[src/rtl/cpu_pkg.sv]
// cpu_pkg
// Definitions shared by the pipeline front end.
//   fetch_state_t    : fetch sequencer states (FETCH, HOLD, DRAIN)
//   OPC_W            : width of the opcode field at the top of an instruction
//   DEFAULT_RESET_PC : address of the first fetch after reset
package cpu_pkg;

  localparam int OPC_W            = 3;
  localparam int DEFAULT_RESET_PC = 0;

  // FETCH : request outstanding at the program counter
  // HOLD  : output and skid both full, no request issued
  // DRAIN : a response for a redirected-away address is still owed by memory
  typedef enum logic [1:0] {
    FETCH = 2'd0,
    HOLD  = 2'd1,
    DRAIN = 2'd2
  } fetch_state_t;

endpackage

[src/rtl/fetch_skid.sv]
// fetch_skid
// One-entry skid buffer that catches an instruction returned by memory while
// the output register is stalled by the downstream stage.
// Ports:
//   clk, reset    : rising-edge clock, synchronous active-high reset
//   i_flush       : discard the held entry (redirect)
//   i_load        : capture i_data / i_pc_next
//   i_pop         : entry has been moved to the output register
//   i_data        : instruction word to capture
//   i_pc_next     : address of that instruction + 1
//   o_valid       : entry is occupied
//   o_data        : held instruction word
//   o_pc_next     : held address + 1
module fetch_skid
  import cpu_pkg::*;
#(
  parameter int DATA_W = 16,
  parameter int PC_W   = 16
) (
  input  logic              clk,
  input  logic              reset,
  input  logic              i_flush,
  input  logic              i_load,
  input  logic              i_pop,
  input  logic [DATA_W-1:0] i_data,
  input  logic [PC_W-1:0]   i_pc_next,
  output logic              o_valid,
  output logic [DATA_W-1:0] o_data,
  output logic [PC_W-1:0]   o_pc_next
);

  logic              r_valid;
  logic [DATA_W-1:0] r_data;
  logic [PC_W-1:0]   r_pc_next;

  // Flush wins over load so a redirect never leaves a stale wrong-path entry.
  always_ff @(posedge clk) begin
    if (reset) begin
      r_valid   <= 1'b0;
      r_data    <= '0;
      r_pc_next <= '0;
    end else if (i_flush) begin
      r_valid <= 1'b0;
    end else if (i_load) begin
      r_valid   <= 1'b1;
      r_data    <= i_data;
      r_pc_next <= i_pc_next;
    end else if (i_pop) begin
      r_valid <= 1'b0;
    end
  end

  assign o_valid   = r_valid;
  assign o_data    = r_data;
  assign o_pc_next = r_pc_next;

endmodule

[src/rtl/fetch_stage.sv]
// fetch_stage
// Instruction fetch stage: issues word requests to instruction memory,
// presents fetched instructions to decode with a valid/ready handshake,
// absorbs one extra word in a skid buffer when decode stalls, and handles
// branch/jump redirects including responses still owed by memory.
// Ports:
//   clk, reset       : rising-edge clock, synchronous active-high reset
//   imem_req         : request to instruction memory
//   imem_addr        : word address of the request
//   imem_ack         : response valid (only meaningful while imem_req=1)
//   imem_rdata       : instruction word returned with imem_ack
//   redirect_valid   : taken branch/jump this cycle
//   redirect_pc      : redirect target
//   if_ready         : decode accepts the presented instruction
//   if_valid         : if_instr / if_pc_next / operation are live
//   if_instr         : fetched instruction
//   if_pc_next       : address of the fetched instruction + 1
//   operation        : opcode field, zero while if_valid=0
//   perf_fetched     : handshake counter, saturating (only with FETCH_PERF_EN)
// Build option: define FETCH_PERF_EN to add the perf_fetched counter port.
module fetch_stage
  import cpu_pkg::*;
#(
  parameter int              PC_W     = 16,
  parameter int              INSTR_W  = 16,
  parameter logic [PC_W-1:0] RESET_PC = PC_W'(DEFAULT_RESET_PC)
) (
  input  logic               clk,
  input  logic               reset,
  output logic               imem_req,
  output logic [PC_W-1:0]    imem_addr,
  input  logic               imem_ack,
  input  logic [INSTR_W-1:0] imem_rdata,
  input  logic               redirect_valid,
  input  logic [PC_W-1:0]    redirect_pc,
  input  logic               if_ready,
  output logic               if_valid,
  output logic [INSTR_W-1:0] if_instr,
  output logic [PC_W-1:0]    if_pc_next,
  output logic [OPC_W-1:0]   operation
`ifdef FETCH_PERF_EN
  ,
  output logic [15:0]        perf_fetched
`endif
);

  fetch_state_t       r_state;
  logic [PC_W-1:0]    r_pc;
  logic [PC_W-1:0]    r_drain_addr;
  logic               r_valid;
  logic [INSTR_W-1:0] r_instr;
  logic [PC_W-1:0]    r_pc_next;

  logic               w_pc_inc_valid;
  logic [PC_W-1:0]    w_pc_inc;
  logic               w_out_free;
  logic               w_skid_load;
  logic               w_skid_pop;
  logic               w_skid_valid;
  logic [INSTR_W-1:0] w_skid_data;
  logic [PC_W-1:0]    w_skid_pc_next;

  assign w_pc_inc   = r_pc + PC_W'(1);
  assign w_out_free = !r_valid || if_ready;

  // The skid only fills when an accepted response finds the output stalled;
  // HOLD is entered on exactly that edge, so skid occupancy tracks HOLD.
  assign w_skid_load    = (r_state == FETCH) && !redirect_valid && imem_ack && !w_out_free;
  assign w_skid_pop     = (r_state == HOLD) && !redirect_valid && if_ready;
  assign w_pc_inc_valid = w_skid_valid;

  fetch_skid #(
    .DATA_W (INSTR_W),
    .PC_W   (PC_W)
  ) u_skid (
    .clk       (clk),
    .reset     (reset),
    .i_flush   (redirect_valid),
    .i_load    (w_skid_load),
    .i_pop     (w_skid_pop),
    .i_data    (imem_rdata),
    .i_pc_next (w_pc_inc),
    .o_valid   (w_skid_valid),
    .o_data    (w_skid_data),
    .o_pc_next (w_skid_pc_next)
  );

  // In DRAIN the request must keep pointing at the address memory is still
  // answering, while r_pc already holds the redirect target.
  always_comb begin
    imem_req  = 1'b0;
    imem_addr = r_pc;
    case (r_state)
      FETCH: begin
        imem_req  = 1'b1;
        imem_addr = r_pc;
      end
      DRAIN: begin
        imem_req  = 1'b1;
        imem_addr = r_drain_addr;
      end
      default: begin
        imem_req  = 1'b0;
        imem_addr = r_pc;
      end
    endcase
  end

  // Sequencer and output register. Redirect is checked first in every state;
  // reset outranks everything.
  always_ff @(posedge clk) begin
    if (reset) begin
      r_state      <= FETCH;
      r_pc         <= RESET_PC;
      r_drain_addr <= RESET_PC;
      r_valid      <= 1'b0;
      r_instr      <= '0;
      r_pc_next    <= '0;
    end else begin
      case (r_state)
        FETCH: begin
          if (redirect_valid) begin
            r_valid <= 1'b0;
            r_pc    <= redirect_pc;
            // Without an ack this cycle memory still owes a response for the
            // old address; it must be swallowed before fetching the target.
            if (!imem_ack) begin
              r_state      <= DRAIN;
              r_drain_addr <= r_pc;
            end
          end else if (imem_ack) begin
            r_pc <= w_pc_inc;
            if (w_out_free) begin
              r_valid   <= 1'b1;
              r_instr   <= imem_rdata;
              r_pc_next <= w_pc_inc;
            end else begin
              r_state <= HOLD;
            end
          end else if (if_ready) begin
            r_valid <= 1'b0;
          end
        end
        HOLD: begin
          if (redirect_valid) begin
            r_valid <= 1'b0;
            r_pc    <= redirect_pc;
            r_state <= FETCH;
          end else if (if_ready && w_pc_inc_valid) begin
            r_instr   <= w_skid_data;
            r_pc_next <= w_skid_pc_next;
            r_state   <= FETCH;
          end
        end
        DRAIN: begin
          if (redirect_valid) begin
            r_pc <= redirect_pc;
          end
          if (imem_ack) begin
            r_state <= FETCH;
          end
        end
        default: begin
          r_state <= FETCH;
        end
      endcase
    end
  end

  assign if_valid   = r_valid;
  assign if_instr   = r_instr;
  assign if_pc_next = r_pc_next;
  assign operation  = r_valid ? r_instr[INSTR_W-1 -: OPC_W] : '0;

`ifdef FETCH_PERF_EN
  logic [15:0] r_perf;

  // Counts accepted instructions; sticks at all-ones instead of wrapping.
  always_ff @(posedge clk) begin
    if (reset) begin
      r_perf <= '0;
    end else if (r_valid && if_ready && (r_perf != 16'hFFFF)) begin
      r_perf <= r_perf + 16'd1;
    end
  end

  assign perf_fetched = r_perf;
`endif

endmodule

[config.mk]
export PLATFORM = sky130hd
export DESIGN_NAME = fetch_stage
export DESIGN_NICKNAME = d
export VERILOG_FILES = /design/src/rtl/cpu_pkg.sv /design/src/rtl/fetch_skid.sv /design/src/rtl/fetch_stage.sv
export SDC_FILE = /design/constraint.sdc
export NUM_CORES = 1
export LEC_CHECK = 0
export ABC_AREA = 1
export CAP_MARGIN = 20
export CORE_UTILIZATION = 56
export DETAILED_ROUTE_END_ITERATION = 12
export GPL_ROUTABILITY_DRIVEN = 0
export MAX_ROUTING_LAYER = met4
export PLACE_DENSITY = 0.85
export SETUP_SLACK_MARGIN = 0.3
export SYNTH_ARGS = -nofsm -noshare
export SYNTH_HDL_FRONTEND = slang
export SYNTH_SLANG_ARGS = --single-unit
[constraint.sdc]
create_clock -name clk -period 4.6 [get_ports clk]
set_input_delay 0.92 -clock clk [delete_from_list [all_inputs] [get_ports clk]]
set_output_delay 0.92 -clock clk [all_outputs]
set_load 0.01 [all_outputs]
# == Yosys cells after proc, flatten, opt, wreduce, memory -nomap -nowiden ==
# Cells that the tools add are included.
# totals
ff_bits,100
inputBits,37
word_cells,86
# op_classes
add_sub_neg,1
n_eq_ne,16
muxes,35
bitwise,2
n_reduce_logical,23
# op_table
op,n
16-bit two-way mux,14
16-bit one-hot mux with 2 select lines,3
"16-bit by 1-bit adder with 16-bit output, second input constant",1
2-bit two-way mux,7
"2-bit != test, second input constant",6
"3-bit != test, second input constant",3
1-bit two-way mux,8
"4-bit != test, second input constant",2
1-bit logical AND,6
2-bit one-hot mux with 3 select lines,1
3-bit AND reduction,2
6-bit AND reduction,1
2-bit nonzero test,3
2-bit OR reduction,3
5-bit AND reduction,1
"2-bit by 1-bit != test with 1-bit output, second input constant",2
4-bit AND reduction,1
1-bit logical NOT,3
3-bit two-way mux,1
"3-bit by 2-bit != test with 1-bit output, second input constant",1
"2-bit by 1-bit == test with 1-bit output, second input constant",1
"2-bit == test, second input constant",1
2-bit logical NOT,1
1-bit inverter,2
other kinds (3),3

# == Longest topological paths before layout ==
# Gate-level depths: netlist of the first run.
# depth
ltp_word,6
mapped_depth,11
ltp_nobuf,10

# == Modules after synthesis ==
# Synthesis of the first run repeated with hierarchy kept, for this count alone.
# hier_totals
hier_cells,756
hier_area_um2,4902.2
# modules_own_cells
mod,instances,cells_each,area_each_um2,seq_area_each_um2
fetch_stage,1,542,3479.6,1341.3
fetch_skid,1,214,1422.6,660.6

# == Worst setup path after synthesis of the first run ==
# OpenSTA, ideal clock, no wires.
# synth_path
path_kind,register to output
from,register r_state[0]
to,output imem_addr[10]
arrival_ns,1.225
required_time_ns,3.680
path_slack_ns,2.455
stages_incl_launch_ff,7
path_buffers,2
cell_sequence,dfxtp_1 > inv_1 > ha_1 > clkbuf_1 > clkbuf_1 > nand2_1 > o21ai_0
# synth_via
elab_chain_cells,2
# synth_rtl
item,line_no,rtl
from (decl),fetch_stage.sv:47,fetch_state_t r_state;
from (signal assigned),fetch_stage.sv:113,r_state <= FETCH;
from (signal assigned),fetch_stage.sv:128,r_state <= DRAIN;
from (signal assigned),fetch_stage.sv:138,r_state <= HOLD;
2-bit == test,fetch_stage.sv:93,case (r_state)
16-bit two-way mux,fetch_stage.sv:93,
to (decl),fetch_stage.sv:31,"output logic [PC_W-1:0] imem_addr,"
# Every way passes these cells.

# == Final worst setup path of the first run ==
# layout_path
from,register r_state[0]
to,output imem_addr[1]
# Same word-level chain as after synthesis.

==> impl_metrics.tcl, run 1 <==
set metrics [dict create \
    status "complete, no violations" \
    syn_to_final_growth_pct 22.2 \
    slew_viol_final 0 \
    synth_top_area_frac 0.429 \
    vdd_ir_drop_max_mv 0.450 \
    synthCells 676 \
    crit_chain "inv_1 -> ha_1 -> inv_1 -> nand2_1 -> nand2_1 -> clkdlybuf4s50_1" \
    hold_violations 0 \
    cp_max_fo 28 \
    finalWorstSetupSlack_ns 1.20 \
    whs_path_depth 2 \
    antenna_found_initial 0 \
    cts.path.max_buffers 2 \
    cts_resized 0 \
    final_antenna_net_count 0 \
    p_int_mw 1.99 \
    io_pins 90 \
    drt_iter0_drc 364 \
    wl_per_cell_um 14.4 \
    utilization 0.723 \
    synth_seq_cells 100 \
    critPathLaunchType "flip-flop" \
    place_hpwl_mm 8.24 \
    max_stage_delay_ns 0.69 \
    port_buffers 89 \
    clk_pin_slew_ns 0.11 \
    fillers 642 \
    synth.top_cells.by_area "dfxtp_1 (43%), o21ai_0 (12%), nand2_1 (10%)" \
    instances_no_fill 846 \
    worstSetupPathType "reg -> out" \
    cts_hold_buf 0 \
    crit_arrival_ns 2.48 \
    reg2reg_slack_ns 1.78 \
    clock-sinks 100 \
    grt_max_degree 60 \
    n_antenna_cell 0 \
    drt_first_pass_iters 5 \
    pwr-share-comb 0.488 \
    power.clock.fraction 0.170 \
    core_area_um2 7890 \
    initial_utilization 0.591 \
    die_area_um2 8700 \
    fin_crit_sh 0.740 \
    leakagePower_nw 2.40 \
    maxCapViolCount 0 \
    slew_headroom 0.407 \
    power_density_nw_per_um2 627 \
    cts_setup_buffers 0 \
    drc 0 \
    worstSetupEndpointType "output pin" \
    yosys.area.top_type "dfxtp_1" \
    clock_latency_ns 0.38 \
    reg2reg_from "r_state[1]" \
    finalNetCount 780 \
    htree_levels 3 \
    wirelength_mm 12.2 \
    worst_pin_slew_ns 0.889 \
    pwr-share-seq 0.342 \
    num_rows 32 \
    cts_tree "built" \
    setup_tns_ns 0 \
    reg2regPathDepth 8 \
    syn-num-nets 717 \
    cts_buffers 9 \
    setup_viol_count_final 0 \
    worstReg2RegEnd "if_pc_next[11]" \
    rsz0062_at_grt "false" \
    netSwitchingPower_mw 1.58 \
    root_buffer "clkbuf_8" \
    swShare 0.443 \
    synth-warning-count 0 \
    grt_pass1_wl_mm 20.1 \
    preCtsSetupSlack_ns 1.46 \
    worstHoldStart "u_skid.o_data[15]" \
    grt_pass1_vias 4470 \
    netlist_area_um2 4660 \
    avgViaCountPerCell 5.60 \
    placedCellCount 830 \
    die_w_um 93.3 \
    post-route-min-period_ns 3.40 \
    fmax_mhz 294 \
    ys_seq_area_frac 0.429 \
    num_vias 4735 \
    slowest_stage "ha_1" \
    synth_cell_types 31 \
    grt.total_usage 0.299 \
    grt_overflow 0 \
    min_path_type "reg -> reg" \
    drive_gt1_frac 0.0444 \
    cp.required_ns 3.68 \
    synth_area_per_cell_um2 6.90 \
    hold-path-endpoint "u_skid.o_data[15]" \
    die_y_um 93.3 \
    finClkSkew_ns 0.00957 \
    power_mw 3.57 \
]
-- worst max-delay path by stage --
stage	from	end	slack, ns	cells past startpoint
after floorplan	r_state[0]	imem_addr[10]	2.45	6
after global placement	reset	r_drain_addr[7]	1.57	6
after detailed placement	redirect_valid	if_pc_next[8]	1.46	7
after CTS	r_state[0]	imem_addr[1]	1.17	6
after global routing	r_state[0]	imem_addr[1]	0.93	6
final	r_state[0]	imem_addr[1]	1.20	6
-- worst max-delay path, delay by kind of cell (launching register included) --
kind / cells / cell delay [ns]
adders and majority gates: 1 / 0.69
buffers and inverters: 3 / 0.88
DFF: 1 / 0.33
and+or+nand+nor: 2 / 0.21
-- power by group through the flow --
stage               clock, mW  combinational, mW  sequential (mW)
global route            0.651               1.95             1.24
finish                  0.609               1.74             1.22
CTS                     0.614               1.74             1.22
detailed placement          0               1.73             1.23
global placement            0               1.68             1.23
floorplan                   0               1.16             1.23
-- final cells by class --
type | instances | area, um^2 | share of cell area
Timing Repair Buffer | 92 | 913 | 0.160
Multi-Input combinational cell | 478 | 2220 | 0.390
Inverter | 58 | 219 | 0.0384
Clock inverter | 7 | 91.3 | 0.0160
Sequential cell | 100 | 2000 | 0.351
Clock buffer | 9 | 124 | 0.0217
Tap cell | 102 | 128 | 0.0224
-- cells in the mapped netlist --
library cell,instances
dfxtp_1,100
nand4_2,1
a22oi_4,1
nand3_1,15
clkinv_2,1
clkbuf_1,19
nor2_4,1
nor2_2,4
inv_2,4
nor3b_1,1
nor2_1,94
nand2_1,128
clkbuf_2,1
a21oi_1,84
buf_6,5
o211ai_1,1
o21ai_0,115
buf_2,9
xnor2_1,1
ha_1,4
o21ai_1,13
a31oi_1,2
nand3_2,1
clkinv_1,1
nor3_1,2
nand4_1,3
inv_1,52
xor2_1,6
nand2_2,1
buf_4,5
buf_1,1
-- metal layers --
| metal | vias up | global-route usage | share of wire |
|---|---|---|---|
| met4 | 0 | 0.105 | 0.023 |
| met3 | 34 | 0.0545 | 0.063 |
| met5 | - | - | 0 |
| li1 | 2328 | - | - |
| met2 | 181 | 0.505 | 0.49 |
| met1 | 2192 | 0.358 | 0.42 |
-- stage by stage --
step           instance area, um^2  hold slack [ns]
3_3_place_gp                  5490            0.465
5_1_grt                       5700            0.526
6_report                      5700            0.506
4_1_cts                       5700            0.506
2_1_floorplan                 4660            0.453
3_5_place_dp                  5490            0.472
-- kinds of logic after synthesis --
family          count (synthesis)  synth area share
buf+inv                        98            0.0939
flops                         100             0.429
compound gates                216             0.236
fa+ha+maj                       4            0.0107
xor+xnor                        7            0.0131
simple gates                  251             0.217
-- registers in the layout, summed over array words and instances (netlist names) --
| name | cells |
|---|---|
| if_instr | 16 |
| if_pc_next | 16 |
| if_valid | 1 |
| r_drain_addr | 16 |
| r_pc | 16 |
| r_state | 2 |
| u_skid.o_data | 16 |
| u_skid.o_pc_next | 16 |
| u_skid.o_valid | 1 |
-- placed cells by master, fill, tap and decap left out --
| cell type | instances |
|---|---|
| nor2_2 | 4 |
| o21ai_1 | 13 |
| nand4_1 | 3 |
| nand4_2 | 1 |
| nor2_1 | 94 |
| nand2_2 | 1 |
| clkdlybuf4s50_1 | 89 |
| o211ai_1 | 1 |
| o21ai_0 | 115 |
| clkbuf_8 | 9 |
| clkinv_1 | 2 |
| inv_8 | 4 |
| dfxtp_1 | 100 |
| nor2_4 | 1 |
| bufinv_16 | 1 |
| buf_4 | 3 |
| inv_2 | 4 |
| clkinvlp_4 | 1 |
| clkinv_2 | 1 |
| nand2_1 | 128 |
| inv_1 | 51 |
| ha_1 | 4 |
| nor3b_1 | 1 |
| a22oi_4 | 1 |
| nand3_2 | 1 |
| a21oi_1 | 84 |
| xor2_1 | 6 |
| nor3_1 | 2 |
| nand3_1 | 15 |
| clkinv_4 | 1 |
| xnor2_1 | 1 |
| a31oi_1 | 2 |
(Power assumes the default switching activity.)
==> run 2, diff against run 1 <==
--- a/config.mk
+++ b/config.mk
@@ -7,11 +7,11 @@
 export LEC_CHECK = 0
 export ABC_AREA = 1
 export CAP_MARGIN = 20
-export CORE_UTILIZATION = 56
+export CORE_UTILIZATION = 47
 export DETAILED_ROUTE_END_ITERATION = 12
 export GPL_ROUTABILITY_DRIVEN = 0
 export MAX_ROUTING_LAYER = met4
-export PLACE_DENSITY = 0.85
+export PLACE_DENSITY = 0.76
 export SETUP_SLACK_MARGIN = 0.3
 export SYNTH_ARGS = -nofsm -noshare
 export SYNTH_HDL_FRONTEND = slang
==> constraint.sdc (replaced) <==
create_clock -name clk -period 2.9 [get_ports clk]
set_input_delay 0.58 -clock clk [delete_from_list [all_inputs] [get_ports clk]]
set_output_delay 0.58 -clock clk [all_outputs]
set_load 0.01 [all_outputs]
==> impl_metrics.tcl, run 2 (synthesis gave the netlist of run 1 again) <==
set metrics [dict create \
    grt_max_degree 61 \
    cts_hold_buf 0 \
    instances_no_fill 884 \
    root_buffer "clkbuf_8" \
    cp.required_ns 2.32 \
    wirelength_mm 12.5 \
    num_vias 4746 \
    setup_tns_ns 0 \
    fin_crit_sh 0.858 \
    grt_overflow 0 \
    grt_pass1_vias 4567 \
    hold-worst-slack_ns 0.496 \
    slew_viol_final 0 \
    num_rows 35 \
    crit_arrival_ns 1.91 \
    core_area_um2 9420 \
    worstSetupEndpointType "output pin" \
    critPathLaunchType "flip-flop" \
    clock_latency_ns 0.36 \
    placedCellCount 869 \
    avgViaCountPerCell 5.37 \
    grt.total_usage 0.262 \
    status "complete, no violations" \
    final_antenna_net_count 0 \
    cts_tree "built" \
    clock-sinks 100 \
    area.sequential_um2 2000 \
    n_antenna_cell 0 \
    hold_violations 0 \
    syn_to_final_growth_pct 25.8 \
    multiInputGateArea_um2 2240 \
    place_hpwl_mm 8.65 \
    die_w_um 102 \
    layout_commonest_cell "nand2_1" \
    finalNetCount 792 \
    worst_pin_slew_ns 0.409 \
    rsz0062_at_grt "false" \
    drt_first_pass_iters 6 \
    worstSetupPathType "reg -> out" \
    cts_setup_buffers 0 \
    leakagePower_nw 2.57 \
    maxCapViolCount 0 \
    wl_per_cell_um 14.2 \
    min_path_type "reg -> reg" \
    cp_max_fo 7 \
    power_density_nw_per_um2 987 \
    drc 0 \
    reg2reg_slack_ns 0.81 \
    io_pins 90 \
    htree_levels 3 \
    slew_headroom 0.725 \
    crit_chain "inv_1 -> ha_4 -> inv_1 -> nand2_1 -> nand2_1 -> clkdlybuf4s50_1" \
    grt_pass1_wl_mm 20.7 \
    fmax_mhz 402 \
    vdd_ir_drop_max_mv 0.554 \
    final_cell_mix "nand2_1 (128), o21ai_0 (112), dfxtp_1 (100)" \
    slowest_stage "clkdlybuf4s50_1" \
    drive_gt1_frac 0.0596 \
    die_y_um 102 \
    setup_viol_count_final 0 \
    max_stage_delay_ns 0.55 \
    antenna_found_initial 0 \
    port_buffers 89 \
    die_area_um2 10300 \
    initial_utilization 0.495 \
    cts_buffers 9 \
    drt_iter0_drc 194 \
    post-route-min-period_ns 2.49 \
    finClkSkew_ns 0.0117 \
    fillers 888 \
    cts.path.max_buffers 2 \
    clk_pin_slew_ns 0.09 \
]
[run 2: cell types whose count changed in the layout (fill, tap and decap cells not counted), moves of 2 or more]
cell	delta
dlymetal6s2s_1	+6
clkdlybuf4s50_1	-7
clkinv_2	+2
inv_8	-3
buf_4	+10
o21ai_0	-3
o21ai_1	+3
[run 2: final timing paths]
path | start | to | depth (start not counted)
min reg2reg | u_skid.o_data[15] | u_skid.o_data[15] | 2
max reg2reg | r_state[1] | if_pc_next[5] | 10
min | u_skid.o_data[15] | u_skid.o_data[15] | 2
max | r_state[0] | imem_addr[2] | 6
[run 2: area by class of cell]
class                   instances  share of cell area
repair buffers                104               0.177
clock inverters                 6              0.0151
inverters                      58              0.0373
flip-flops and latches        100               0.341
well taps                     129              0.0275
multi-input cells             478               0.381
clock buffers                   9              0.0211
[run 2: where the power goes]
part           leakage (nW)  switching, mW  internal [mW]
Sequential            0.819          0.233           1.69
Combinational          1.64           1.78           1.12
Clock                 0.107          0.481          0.485
[run 2: layer usage]
metal | up-vias | GRT usage | part of all wire
li1 | 2352 | - | -
met1 | 2210 | 0.302 | 0.43
met4 | 0 | 0.0914 | 0.016
met5 | - | - | 0
met3 | 16 | 0.0649 | 0.064
met2 | 168 | 0.440 | 0.49
[run 2: what timing repair did]
item | in CTS | in global routing
gates resized for setup | 6 | 8
endpoints found under the setup margin | 12 | 13
cloned | 0 | 0
hold endpoints to repair | 0 | 0
[run 2: per-stage QoR]
stage | instance area [um^2] | worst slack [ns] | total power, mW | util
2_1_floorplan | 4660 | 1.09 | 3.79 | -
3_3_place_gp | 5620 | 0.616 | 4.73 | 0.597
3_5_place_dp | 5620 | 0.592 | 4.81 | 0.597
4_1_cts | 5840 | 0.331 | 5.80 | 0.620
5_1_grt | 5870 | 0.268 | 6.24 | 0.623
6_report | 5870 | 0.411 | 5.79 | 0.623
[run 2: worst max-delay path, delay by kind of cell, from the launching register on]
family                     cells  cell delay, ns
buffers and inverters          3            0.84
DFF                            1            0.35
adders and majority gates      1            0.20
and+or+nand+nor                2            0.17
==> run 3, diff against run 2 <==
--- a/config.mk
+++ b/config.mk
@@ -7,11 +7,10 @@
 export LEC_CHECK = 0
 export ABC_AREA = 1
 export CAP_MARGIN = 20
-export CORE_UTILIZATION = 47
+export CORE_UTILIZATION = 38
 export DETAILED_ROUTE_END_ITERATION = 12
 export GPL_ROUTABILITY_DRIVEN = 0
 export MAX_ROUTING_LAYER = met4
-export PLACE_DENSITY = 0.76
 export SETUP_SLACK_MARGIN = 0.3
 export SYNTH_ARGS = -nofsm -noshare
 export SYNTH_HDL_FRONTEND = slang
==> impl_metrics.tcl, run 3 (synthesis gave the netlist of run 1 again) <==
set metrics [dict create \
    fmax_mhz 398 \
    finClkSkew_ns 0.00806 \
    worstSetupEndpointType "output pin" \
    power_mw 6.07 \
    port_buffers 89 \
    hold_violations 0 \
    cts_buffers 9 \
    n_antenna_cell 0 \
    drt_iter0_drc 309 \
    cts.path.max_buffers 2 \
    drc 0 \
    cts_tree "built" \
    multiInputGateArea_um2 2240 \
    cp_max_fo 14 \
    slew_headroom 0.673 \
    die_w_um 113 \
    post-route-min-period_ns 2.51 \
    initial_utilization 0.390 \
    grt_overflow 0 \
    io_pins 90 \
    critPathLaunchType "flip-flop" \
    core_area_um2 12000 \
    grt_max_degree 52 \
    cts_hold_buf 0 \
    clock_latency_ns 0.35 \
    crit_arrival_ns 1.93 \
    grt.total_usage 0.213 \
    placedCellCount 885 \
    syn_to_final_growth_pct 28.1 \
    fillers 1164 \
    finalNetCount 791 \
    die_area_um2 12700 \
    worstSetupPathType "reg -> out" \
    num_rows 40 \
    maxCapViolCount 0 \
    layout_commonest_cell "nand2_1" \
    num_vias 4613 \
    drt_first_pass_iters 5 \
    setup_viol_count_final 0 \
    leakagePower_nw 2.57 \
    vdd_ir_drop_max_mv 0.468 \
    wl_per_cell_um 14.3 \
    power_density_nw_per_um2 1020 \
    clk_pin_slew_ns 0.07 \
    clock-sinks 100 \
    drive_gt1_frac 0.0609 \
    fin_crit_sh 0.866 \
    final_antenna_net_count 0 \
    worst_pin_slew_ns 0.490 \
    grt_pass1_vias 4282 \
    antenna_found_initial 0 \
    wirelength_mm 12.9 \
    root_buffer "clkbuf_16" \
    grt_pass1_wl_mm 20.9 \
    avgViaCountPerCell 5.11 \
    area.sequential_um2 2000 \
    setup_tns_ns 0 \
    status "complete, no violations" \
    slew_viol_final 0 \
    final_cell_mix "nand2_1 (128), o21ai_0 (115), dfxtp_1 (100)" \
    die_y_um 113 \
    place_hpwl_mm 8.71 \
    min_path_type "reg -> reg" \
    htree_levels 3 \
    cp.required_ns 2.32 \
    instances_no_fill 902 \
    rsz0062_at_grt "false" \
]
[run 3: cell count changes in the layout (fill, tap and decap cells not counted), sizes merged]
cell / change
clkdlybuf4s50: +3
buf: -2
clkbuf: +2
dlymetal6s2s: -2
bufinv: -1
clkinv: +1
clkinvlp: +1
dlygate4sd2: -1
inv: -1
[run 3: final timing paths]
path	slack, ns	cells after the start	from	to
hold / removal	0.49	2	u_skid.o_data[15]	u_skid.o_data[15]
setup reg to reg	0.94	8	r_state[1]	if_pc_next[4]
setup / recovery	0.39	7	r_state[0]	imem_addr[6]
hold reg to reg	0.49	2	u_skid.o_data[15]	u_skid.o_data[15]
[run 3: timing repair]
| action | in CTS | in global routing |
|---|---|---|
| gates resized for setup | 2 | 8 |
| setup buffers | 0 | 0 |
| endpoints found under the setup margin | 5 | 11 |
| cloned | 0 | 1 |
[run 3: per-stage QoR]
step | setup slack, ns | utilization | instance area (um^2) | hold WS [ns]
after floorplan | 1.09 | - | 4660 | 0.453
after global placement | 0.614 | 0.470 | 5620 | 0.464
after detailed placement | 0.565 | 0.470 | 5620 | 0.473
after CTS | 0.311 | 0.495 | 5920 | 0.499
after global routing | 0.305 | 0.499 | 5970 | 0.514
final | 0.390 | 0.499 | 5970 | 0.492
[run 3: area by class of cell]
type / instances / area share
Clock inverter: 6 / 0.0109
Clock buffer: 10 / 0.0383
Inverter: 58 / 0.0373
Sequential cell: 100 / 0.335
Multi-Input combinational cell: 478 / 0.374
Timing Repair Buffer: 103 / 0.173
Tap cell: 147 / 0.0308
[run 3: power breakdown]
group | internal (mW) | switching (mW) | leakage (nW)
Combinational | 1.15 | 1.78 | 1.60
Sequential | 1.70 | 0.242 | 0.819
Clock | 0.669 | 0.531 | 0.142
[run 3: critical path, stage by stage (launching register included)]
cell	delay, ns
dfxtp_1	0.31
inv_1	0.13
ha_4	0.20
buf_12	0.15
clkinvlp_4	0.16
nand2_1	0.09
nand2_1	0.06
clkdlybuf4s50_1	0.47
[run 3: metal layers]
layer / global-route usage / vias up / wire length [um]
li1: - / 2346 / -
met1: 0.259 / 2127 / 5840
met2: 0.352 / 118 / 6270
met3: 0.0402 / 22 / 523
met4: 0.0782 / 0 / 269
met5: - / - / 0
